===== src/rtl/iso_path_mover_pkg.sv =====
// iso_path_mover_pkg: shared encodings, segment field layout and sizing helpers
package iso_path_mover_pkg;
  typedef enum logic [1:0] {DIR_DL = 2'd0, DIR_DR = 2'd1, DIR_UL = 2'd2, DIR_UR = 2'd3} dir_t;
  typedef enum logic [2:0] {IDLE, CALC, CHECK, ERASE_REQ, ERASE_WAIT, UPDATE, DRAW_REQ, DRAW_WAIT} state_t;
  function automatic int clog2(input int v);
    int r = 1;
    for (int i = 1; i < 31; i++) if ((1 << i) < v) r = i + 1;
    return r;
  endfunction
  // Segment word is {valid, slope, C[X_W:0], x_min[X_W-1:0], x_max[X_W-1:0]}
  function automatic int seg_w(input int xw);
    return 3 * xw + 3;
  endfunction
  function automatic int seg_valid_bit(input int xw);
    return 3 * xw + 2;
  endfunction
  function automatic int seg_slope_bit(input int xw);
    return 3 * xw + 1;
  endfunction
endpackage


===== src/rtl/iso_path_mover_if.sv =====
// iso_path_mover_if: control, table-write and drawer handshake bundle for the path mover
interface iso_path_mover_if #(parameter int X_W = 9, parameter int Y_W = 8, parameter int SEG_AW = 3, parameter int SEG_W = 30);
  logic move;
  logic [1:0] dir;
  logic pos_load;
  logic [X_W-1:0] pos_x;
  logic [Y_W-1:0] pos_y;
  logic seg_we;
  logic [SEG_AW-1:0] seg_addr;
  logic [SEG_W-1:0] seg_data;
  logic done_bg;
  logic done_char;
  logic draw_bg;
  logic draw_char;
  logic [X_W-1:0] x;
  logic [Y_W-1:0] y;
  logic busy;
  logic blocked;
  modport master(output move, dir, pos_load, pos_x, pos_y, seg_we, seg_addr, seg_data, done_bg, done_char,
                 input draw_bg, draw_char, x, y, busy, blocked);
  modport slave(input move, dir, pos_load, pos_x, pos_y, seg_we, seg_addr, seg_data, done_bg, done_char,
                output draw_bg, draw_char, x, y, busy, blocked);
endinterface


===== src/rtl/iso_path_mover_path_segment_check.sv =====
// path_segment_check: programmable diagonal segment table with parallel match on a candidate position
module path_segment_check import iso_path_mover_pkg::*; #(
  parameter int X_W = 9,
  parameter int Y_W = 8,
  parameter int NUM_SEG = 8,
  parameter int SEG_AW = clog2(NUM_SEG),
  parameter int SEG_W = seg_w(X_W)
) (
  input  logic clock,
  input  logic resetn,
  input  logic seg_we,
  input  logic [SEG_AW-1:0] seg_addr,
  input  logic [SEG_W-1:0] seg_data,
  input  logic [X_W:0] nx,
  input  logic [Y_W:0] ny,
  output logic match
);
  logic [SEG_W-1:0] tbl [NUM_SEG];
  logic [NUM_SEG-1:0] hit;
  logic signed [X_W+1:0] sx, sy;
  always_ff @(posedge clock) begin
    if (!resetn) for (int i = 0; i < NUM_SEG; i++) tbl[i] <= '0;
    else if (seg_we) tbl[seg_addr] <= seg_data;
  end
  assign sx = signed'({1'b0, nx});
  assign sy = signed'((X_W+2)'(ny));
  for (genvar g = 0; g < NUM_SEG; g++) begin : g_seg
    logic signed [X_W:0] c_raw;
    logic signed [X_W+1:0] c;
    logic [X_W-1:0] lo, hi;
    assign c_raw = signed'(tbl[g][3*X_W -: X_W+1]);
    assign c = (X_W+2)'(c_raw);
    assign lo = tbl[g][2*X_W-1 -: X_W];
    assign hi = tbl[g][X_W-1:0];
    assign hit[g] = tbl[g][seg_valid_bit(X_W)] && ({1'b0, lo} <= nx) && (nx <= {1'b0, hi}) &&
                    (sy == (tbl[g][seg_slope_bit(X_W)] ? c + sx : c - sx));
  end
  assign match = |hit;
endmodule


===== src/rtl/iso_path_mover.sv =====
// iso_path_mover: tick-paced diagonal sprite mover with path-table validation and erase/draw handshake
module iso_path_mover import iso_path_mover_pkg::*; #(
  parameter int X_W = 9,
  parameter int Y_W = 8,
  parameter int SCREEN_W = 320,
  parameter int SCREEN_H = 240,
  parameter int STEP = 1,
  parameter int NUM_SEG = 8,
  parameter int TICK_DIV = 6250000,
  parameter int START_X = 1,
  parameter int START_Y = 16
) (
  input logic clock,
  input logic resetn,
  iso_path_mover_if.slave bus
);
  localparam int SEG_AW = clog2(NUM_SEG);
  localparam int SEG_W = seg_w(X_W);
  localparam int CNT_W = clog2(TICK_DIV);
  state_t state, state_n;
  dir_t dir_q;
  logic [CNT_W-1:0] cnt;
  logic [X_W-1:0] x_q;
  logic [Y_W-1:0] y_q;
  logic [X_W:0] nx;
  logic [Y_W:0] ny;
  logic tick, match, in_bounds, ok, start;
  assign tick = cnt == CNT_W'(TICK_DIV - 1);
  assign start = !bus.pos_load && bus.move && tick;
  // Extra-bit coordinates make underflow wrap far above the screen limit
  assign in_bounds = nx >= (X_W+1)'(1) && nx <= (X_W+1)'(SCREEN_W - 1) &&
                     ny >= (Y_W+1)'(1) && ny <= (Y_W+1)'(SCREEN_H - 1);
  assign ok = in_bounds && match;
  path_segment_check #(.X_W(X_W), .Y_W(Y_W), .NUM_SEG(NUM_SEG), .SEG_AW(SEG_AW), .SEG_W(SEG_W)) u_seg (
    .clock(clock), .resetn(resetn), .seg_we(bus.seg_we), .seg_addr(bus.seg_addr),
    .seg_data(bus.seg_data), .nx(nx), .ny(ny), .match(match)
  );
  always_ff @(posedge clock) begin
    if (!resetn) begin
      state <= IDLE;
      cnt <= '0;
      x_q <= X_W'(START_X);
      y_q <= Y_W'(START_Y);
      nx <= '0;
      ny <= '0;
      dir_q <= DIR_DL;
    end else begin
      state <= state_n;
      cnt <= tick ? '0 : cnt + 1'b1;
      if (state == IDLE && bus.pos_load) begin
        x_q <= bus.pos_x;
        y_q <= bus.pos_y;
      end
      if (state == IDLE && start) dir_q <= dir_t'(bus.dir);
      if (state == CALC) begin
        nx <= dir_q[0] ? {1'b0, x_q} - (X_W+1)'(STEP) : {1'b0, x_q} + (X_W+1)'(STEP);
        ny <= dir_q[1] ? {1'b0, y_q} - (Y_W+1)'(STEP) : {1'b0, y_q} + (Y_W+1)'(STEP);
      end
      if (state == UPDATE) begin
        x_q <= nx[X_W-1:0];
        y_q <= ny[Y_W-1:0];
      end
    end
  end
  always_comb begin
    state_n = state;
    bus.draw_bg = state == ERASE_REQ;
    bus.draw_char = state == DRAW_REQ;
    bus.busy = state != IDLE;
    bus.blocked = state == CHECK && !ok;
    case (state)
      IDLE:       state_n = start ? CALC : IDLE;
      CALC:       state_n = CHECK;
      CHECK:      state_n = ok ? ERASE_REQ : IDLE;
      ERASE_REQ:  state_n = ERASE_WAIT;
      ERASE_WAIT: state_n = bus.done_bg ? UPDATE : ERASE_WAIT;
      UPDATE:     state_n = DRAW_REQ;
      DRAW_REQ:   state_n = DRAW_WAIT;
      DRAW_WAIT:  state_n = bus.done_char ? IDLE : DRAW_WAIT;
      default:    state_n = IDLE;
    endcase
  end
  assign bus.x = x_q;
  assign bus.y = y_q;
endmodule


===== src/flat_wrapper.sv =====
// flat-port wrapper written by rule: the top's interface ports become plain ports
module iso_path_mover_flat import iso_path_mover_pkg::*;
#(
  parameter int X_W = 9,
  parameter int Y_W = 8,
  parameter int SCREEN_W = 320,
  parameter int SCREEN_H = 240,
  parameter int STEP = 1,
  parameter int NUM_SEG = 8,
  parameter int TICK_DIV = 6250000,
  parameter int START_X = 1,
  parameter int START_Y = 16
)
  (clock, resetn, bus_move, bus_dir, bus_pos_load, bus_pos_x, bus_pos_y, bus_seg_we, bus_seg_addr, bus_seg_data, bus_done_bg, bus_done_char, bus_draw_bg, bus_draw_char, bus_x, bus_y, bus_busy, bus_blocked);
  iso_path_mover_if #(.X_W(X_W), .Y_W(Y_W), .SEG_AW(3), .SEG_W(30)) bus_i ();
  input logic clock;
  input logic resetn;
  input wire logic [$bits(bus_i.move)-1:0] bus_move;
  input wire logic [$bits(bus_i.dir)-1:0] bus_dir;
  input wire logic [$bits(bus_i.pos_load)-1:0] bus_pos_load;
  input wire logic [$bits(bus_i.pos_x)-1:0] bus_pos_x;
  input wire logic [$bits(bus_i.pos_y)-1:0] bus_pos_y;
  input wire logic [$bits(bus_i.seg_we)-1:0] bus_seg_we;
  input wire logic [$bits(bus_i.seg_addr)-1:0] bus_seg_addr;
  input wire logic [$bits(bus_i.seg_data)-1:0] bus_seg_data;
  input wire logic [$bits(bus_i.done_bg)-1:0] bus_done_bg;
  input wire logic [$bits(bus_i.done_char)-1:0] bus_done_char;
  output wire logic [$bits(bus_i.draw_bg)-1:0] bus_draw_bg;
  output wire logic [$bits(bus_i.draw_char)-1:0] bus_draw_char;
  output wire logic [$bits(bus_i.x)-1:0] bus_x;
  output wire logic [$bits(bus_i.y)-1:0] bus_y;
  output wire logic [$bits(bus_i.busy)-1:0] bus_busy;
  output wire logic [$bits(bus_i.blocked)-1:0] bus_blocked;
  assign bus_i.move = bus_move;
  assign bus_i.dir = bus_dir;
  assign bus_i.pos_load = bus_pos_load;
  assign bus_i.pos_x = bus_pos_x;
  assign bus_i.pos_y = bus_pos_y;
  assign bus_i.seg_we = bus_seg_we;
  assign bus_i.seg_addr = bus_seg_addr;
  assign bus_i.seg_data = bus_seg_data;
  assign bus_i.done_bg = bus_done_bg;
  assign bus_i.done_char = bus_done_char;
  assign bus_draw_bg = bus_i.draw_bg;
  assign bus_draw_char = bus_i.draw_char;
  assign bus_x = bus_i.x;
  assign bus_y = bus_i.y;
  assign bus_busy = bus_i.busy;
  assign bus_blocked = bus_i.blocked;
  iso_path_mover #(.X_W(X_W), .Y_W(Y_W), .SCREEN_W(SCREEN_W), .SCREEN_H(SCREEN_H), .STEP(STEP), .NUM_SEG(NUM_SEG), .TICK_DIV(TICK_DIV), .START_X(START_X), .START_Y(START_Y)) u_core (.clock(clock), .resetn(resetn), .bus(bus_i));
endmodule

===== config.mk =====
export PLATFORM = sky130hd
export DESIGN_NAME = iso_path_mover_flat
export DESIGN_NICKNAME = d
export VERILOG_FILES = /design/src/rtl/iso_path_mover_pkg.sv /design/src/rtl/iso_path_mover_if.sv /design/src/rtl/iso_path_mover_path_segment_check.sv /design/src/rtl/iso_path_mover.sv /design/src/flat_wrapper.sv
export SDC_FILE = /design/constraint.sdc
export NUM_CORES = 1
export LEC_CHECK = 0
export CORE_MARGIN = 10
export CORE_UTILIZATION = 57
export CTS_CLUSTER_SIZE = 24
export DETAILED_ROUTE_END_ITERATION = 8
export PLACE_DENSITY = 0.75
export SYNTH_ARGS = -nofsm -noshare
export SYNTH_HDL_FRONTEND = slang
export SYNTH_SLANG_ARGS = --single-unit

===== constraint.sdc =====
create_clock -name clock -period 8.71 [get_ports clock]
set_input_delay 1.742 -clock clock [delete_from_list [all_inputs] [get_ports clock]]
set_output_delay 1.742 -clock clock [all_outputs]
set_load 0.03 [all_outputs]

==> results.toml, run 1 <==
[outcome]
status = "complete, no violations"

[timing]
slew_headroom_pct = 24.3
setup_violations = 0
grt_setup_unrepaired = "false"
final-hold-violation-count = 0
slew_violations = 0
finClkSkew_ns = 0.0130
tightest_slew_ns = 1.13
setup_tns_ns = 0
holdWs_ns = 0.443
fin_ws_ns = 0.993
fmax_mhz = 130
fin_crit_ns = 7.72
fin_crit_sh_pct = 88.6

[synthesis]
synth_top_area_share_pct = 33.3
synth_nets = 2506
post_synth_num_cell_types = 72
synth-edff-count = 240
ys_seq_area_share_pct = 39.2
netlist_area_um2 = 21700
synth_warnings = 0
synth_area_leaders = "edfxtp_1, ha_1, and2_1"
syn_inst = 2162
synth-main-ff-cell = "edfxtp_1"
avgSynthCellArea_um2 = 10.0
synth_seq_cells = 304
synth_top_area_cell = "edfxtp_1"
async_flop_share_pct = 0

[cts]
clock_path_buffers = 3
cts.repair.resized = 0
clock_sinks = 304
clkLatencyLatePin_ns = 0.56
ctsHoldBuffers = 0
cts.clk_slew.worst_paths_ns = 0.06
tritoncts = "built"
cts-root-buf = "clkbuf_16"
htree_num_levels = 2
numCtsBuffers = 37
post_cts_buffers = 0

[setup_path]
critPathMaxFanout = 10
cp_data_required_time_ns = 6.97
max_stage_delay_ns = 0.88
end_kind = "output port"
crit_chain = "inv_1, ha_1, buf_4, and3_1, nor2_1, xnor2_1, ha_1, and3_1, a221oi_2, o211ai_1, a21oi_1, o211ai_1, a2111oi_1, a41o_1, or3_1, a21oi_1, clkdlybuf4s50_1"
critPathLaunchType = "flip-flop"
crit_start = "u_core.nx[0]"
crit_slowest_cell = "a2111oi_1"
r2r_start = "u_core.nx[0]"
arrival_ns = 5.98
r2r_setup_slack_ns = 3.71
setup.worst_path.class = "flip-flop to output port"

[drt]
wirelength_mm = 62.6
drt_iter0_drc = 1357
vias_per_cell = 6.00
dr.pass1.iters = 6
drc_errors = 0
drtAntennaViolNets = 0
num_vias = 16700
avgRoutedWirePerCell_um = 22.5

[power_and_ir_drop]
p_clk_share_pct = 42.8
p_leak_nw = 10.4
power_frac_seq_pct = 47.0
finalPower_mw = 3.59
p_per_area_nw_per_um2 = 148
p_comb_share_pct = 10.2
swShare_pct = 24.9
intPower_mw = 2.70
ir_worst_vdd_mv = 0.201
p_sw_mw = 0.894

[floorplanning]
io_pins = 80
core-area_um2 = 37600
die-height_um = 215
fp.dieArea_um2 = 46200
rows = 71
die_x_um = 215
initial_utilization_pct = 57.6

[final_layout]
antenna_cells = 0
final_layout_size_suffix_gt1_share_pct = 5.65
final_cells = 2778
fillers = 3044
layout.nets = 2586
area_delta_synth_final_pct = 12.3

[global_routing]
track_usage_pct = 26.8
grt_max_degree = 58
grt_overflow = 0
antenna_found_initial = 1
grt_pass1_wl_mm = 96.4
grt_pass1_vias = 16900

[place]
post-place-cells = 2714
dp_hpwl_mm = 43.9
numPortBuffers = 79
gp_congestion = 0.954
place_ws_ns = 1.73

[job]
maxCapViolCount = 0

[worst_hold_path]
min_path_type = "flip-flop to flip-flop"
hp-start = "u_core.cnt[0]"
## worst max-delay path: cells and delay by family (launching register included)
kind | cells | cell delay (ns)
AO/OA/AOI/OAI | 7 | 1.96
buffers and inverters | 3 | 1.17
AND/OR/NAND/NOR | 4 | 1.05
adder cells (fa/ha/maj) | 2 | 0.75
flip-flops | 1 | 0.31
XOR/XNOR | 1 | 0.15
## flip-flops by register name (all words and copies together) (netlist names)
register and cells:
u_core.bus.x 9, u_core.u_seg.tbl 240, u_core.dir_q 2, u_core.cnt 23, u_core.nx 10, u_core.state 3
u_core.ny 9, u_core.bus.y 8
## cells in the final DEF, fill, tap and decap left out, types with 27 or more instances in the layout
master           instances
ha_1                   275
and2_1                 254
edfxtp_1               240
xnor2_1                163
inv_1                  147
nor2_1                 146
nand2_1                100
a21oi_1                 95
clkdlybuf4s50_1         78
o21ai_0                 67
dfxtp_1                 64
xor2_1                  50
nand3_1                 43
a21o_1                  43
clkbuf_16               40
buf_4                   39
nand4_1                 36
nor3_1                  27
## cell type report
type | count | area, um^2 | area share [%]
Multi-Input combinational cell | 1632 | 12400 | 50.8
Sequential cell | 304 | 8490 | 34.9
Timing Repair Buffer | 118 | 1080 | 4.44
Clock buffer | 47 | 1040 | 4.27
Tap cell | 511 | 639 | 2.63
Inverter | 149 | 559 | 2.30
Clock inverter | 17 | 146 | 0.602
## kinds of logic (layout without fill, tap and decap cells)
group           count (synthesis)  after routing  share of synthesized area [%]
simple gates                  729            729                           18.3
compound gates                371            371                           11.4
flops                         304            304                           39.2
fa+ha+maj                     285            285                           16.8
buf+inv                       226            331                           3.98
xor+xnor                      216            216                           8.84
mux                            31             31                           1.49
## power by group through the flow
stage                     Clock, mW  Combinational [mW]  Sequential, mW
final                          1.54               0.367            1.69
after floorplan                   0               0.224            1.71
after global placement            0               0.349            1.71
after detailed placement          0               0.360            1.72
after CTS                      1.55               0.365            1.69
after global routing           1.61               0.403            1.69
## per-stage QoR
stage | util [%] | instance area [um^2]
after floorplan | - | 21700
after global placement | 61.5 | 23100
after detailed placement | 61.5 | 23100
after CTS | 64.7 | 24300
after global routing | 64.7 | 24300
final | 64.7 | 24300
## synth_stat cells, types with 29 or more instances
| library cell | instances |
|---|---|
| inv_1 | 147 |
| nand4_1 | 36 |
| xor2_1 | 50 |
| edfxtp_1 | 240 |
| nand3_1 | 43 |
| dfxtp_1 | 64 |
| clkbuf_1 | 65 |
| a21o_1 | 43 |
| nor2_1 | 148 |
| and2_1 | 254 |
| o21ai_0 | 73 |
| xnor2_1 | 163 |
| nand2_1 | 100 |
| nor3_1 | 29 |
| a21oi_1 | 95 |
| ha_1 | 275 |
## metal layers
layer / vias to the layer above / part of all wire (%) / global-route usage (%)
met5: - / 0.019 / 0
met4: 2 / 4.3 / 12.2
met3: 159 / 7.4 / 4.38
met2: 623 / 48 / 45.0
met1: 8054 / 41 / 33.4
li1: 7819 / - / -
## path summary, 6_finish.rpt
| kind | cells past startpoint | to |
|---|---|---|
| setup reg to reg | 16 | u_core.state[0] |
| hold reg to reg | 1 | u_core.cnt[0] |
| hold / removal | 1 | u_core.cnt[0] |
| setup / recovery | 17 | bus_blocked |
No activity file was read; power rests on OpenSTA's default activity.
==> inputs of run 2 (changes only) <==
- DONT_BUFFER_PORTS: default -> 1
- PLACE_DENSITY: 0.75 -> 0.72
- SKIP_CTS_REPAIR_TIMING: default -> 1
==> run 2 against run 1 <==
  * Combinational power fell by 21%
  * Sequential power about the same
  * Clock power up 3%
  * Clock skew up 0.011 ns
  * Critical path type unchanged
  * Critical endpoint unchanged
  * Largest cell class unchanged
==> results.toml, run 2 (synthesis results as in run 1) <==
[outcome]
status = "complete, no violations"

[timing]
fin_crit_ns = 7.55
fin_crit_sh_pct = 86.7
tightest_slew_ns = 1.19
finClkSkew_ns = 0.0239
grt_setup_unrepaired = "false"
slew_headroom_pct = 20.5
fmax_mhz = 132
setup_violations = 0
slew_violations = 0
fin_ws_ns = 1.16
final-hold-violation-count = 0
setup_tns_ns = 0

[cts]
clkLatencyLatePin_ns = 0.57
clock_sinks = 304
clock_path_buffers = 3
numCtsBuffers = 37
cts.clk_slew.worst_paths_ns = 0.06
cts-root-buf = "clkbuf_16"
htree_num_levels = 2
tritoncts = "built"

[power_and_ir_drop]
ir_worst_vdd_mv = 0.144
p_per_area_nw_per_um2 = 151
p_leak_nw = 10.1

[final_layout]
largest_reg_flops = 240
area_delta_synth_final_pct = 8.64
mostFrequentLayoutCell = "ha_1"
multi_input_area_um2 = 12400
layout.nets = 2503
final_layout_size_suffix_gt1_share_pct = 5.58
reg.largest.list = "u_core.u_seg.tbl x240, u_core.cnt x23, u_core.nx x10"
seq_area_um2 = 8490
fillers = 3047
final_cell_mix = "ha_1, and2_1, edfxtp_1"
largest_register = "u_core.u_seg.tbl"

[floorplanning]
io_pins = 80
die_x_um = 215
die-height_um = 215
initial_utilization_pct = 57.6
fp.dieArea_um2 = 46200
rows = 71
core-area_um2 = 37600

[drt]
vias_per_cell = 6.09
avgRoutedWirePerCell_um = 23.2
num_vias = 16400
wirelength_mm = 62.7
drc_errors = 0
drt_iter0_drc = 1505
drtAntennaViolNets = 0
dr.pass1.iters = 5

[place]
dp_hpwl_mm = 42.8
numPortBuffers = 0
gp_congestion = 0.957
place_ws_ns = 1.83

[global_routing]
grt_pass1_vias = 16800
grt_max_degree = 58
grt_pass1_wl_mm = 96.2
antenna_found_initial = 2
grt_overflow = 0
track_usage_pct = 26.9

[setup_path]
cpLargestDelayFamily = "simple AND/OR/NAND/NOR gates"
arrival_ns = 5.81
end_kind = "output port"
worst-path-buf-inv = 1
max_stage_delay_ns = 0.61
crit_slowest_cell = "a21oi_1"
setup.worst_path.class = "flip-flop to output port"
crit_chain = "inv_1, ha_1, and2_1, and3_1, nor2_1, xnor2_1, ha_1, a21oi_1, mux2i_1, o31ai_1, nor4_1, a221oi_1, o2111ai_1, nand4_1, or3_1, a21oi_1"
critPathMaxFanout = 13
cp_data_required_time_ns = 6.97
critPathLaunchType = "flip-flop"

[job]
maxCapViolCount = 0

[worst_hold_path]
min_path_type = "flip-flop to flip-flop"
[run 2: final timing paths]
| kind | from | to | slack [ns] | cells past startpoint |
|---|---|---|---|---|
| max | u_core.nx[0] | bus_blocked | 1.16 | 16 |
| min | u_core.cnt[0] | u_core.cnt[0] | 0.46 | 1 |
| max reg2reg | u_core.nx[0] | u_core.state[1] | 3.43 | 16 |
| min reg2reg | u_core.cnt[0] | u_core.cnt[0] | 0.46 | 1 |
[run 2: through the flow]
| step | power (mW) | std cells | hold WS, ns | util, % | instance area (um^2) |
|---|---|---|---|---|---|
| floorplan | 1.93 | 2162 | 0.413 | - | 21700 |
| global placement | 2.00 | 2631 | 0.427 | 59.4 | 22300 |
| detailed placement | 2.01 | 2631 | 0.441 | 59.4 | 22300 |
| CTS | 3.57 | 2696 | 0.454 | 62.6 | 23500 |
| global route | 3.68 | 2697 | 0.476 | 62.6 | 23500 |
| finish | 3.56 | 2699 | 0.459 | 62.6 | 23500 |
[run 2: layout make-up]
class	instances	area share (%)
timing repair buffer	35	1.12
clock inverter	22	1.07
antenna	3	0.0319
tap	511	2.72
clock buffer	43	4.03
sequential	304	36.1
multi-input combinational	1632	52.6
inverter	149	2.38
[run 2: power by group]
part	internal [mW]	leakage (nW)	switching (mW)
registers	1.64	2.82	0.0532
clock network	0.953	0.588	0.623
logic	0.121	6.68	0.168
total	2.72	10.1	0.844
[run 2: worst reg2reg max path, stage by stage, from the launching register on]
cell	delay [ns]
dfxtp_1	0.30
inv_1	0.37
ha_1	0.59
and2_1	0.45
and3_1	0.57
nor2_1	0.10
xnor2_1	0.22
ha_1	0.30
a21oi_1	0.22
mux2i_1	0.21
o31ai_1	0.09
nor4_1	0.30
a221oi_1	0.09
o2111ai_1	0.18
nand4_1	0.17
o31ai_1	0.75
nand3_1	0.18
[run 2: routing by layer]
metal | wire length [um] | GRT usage, % | part of all wire [%]
met1 | 25400 | 34.2 | 41
met2 | 28900 | 43.4 | 46
met3 | 5180 | 4.34 | 8.3
met4 | 3150 | 14.3 | 5.0
met5 | 0 | 0 | 0
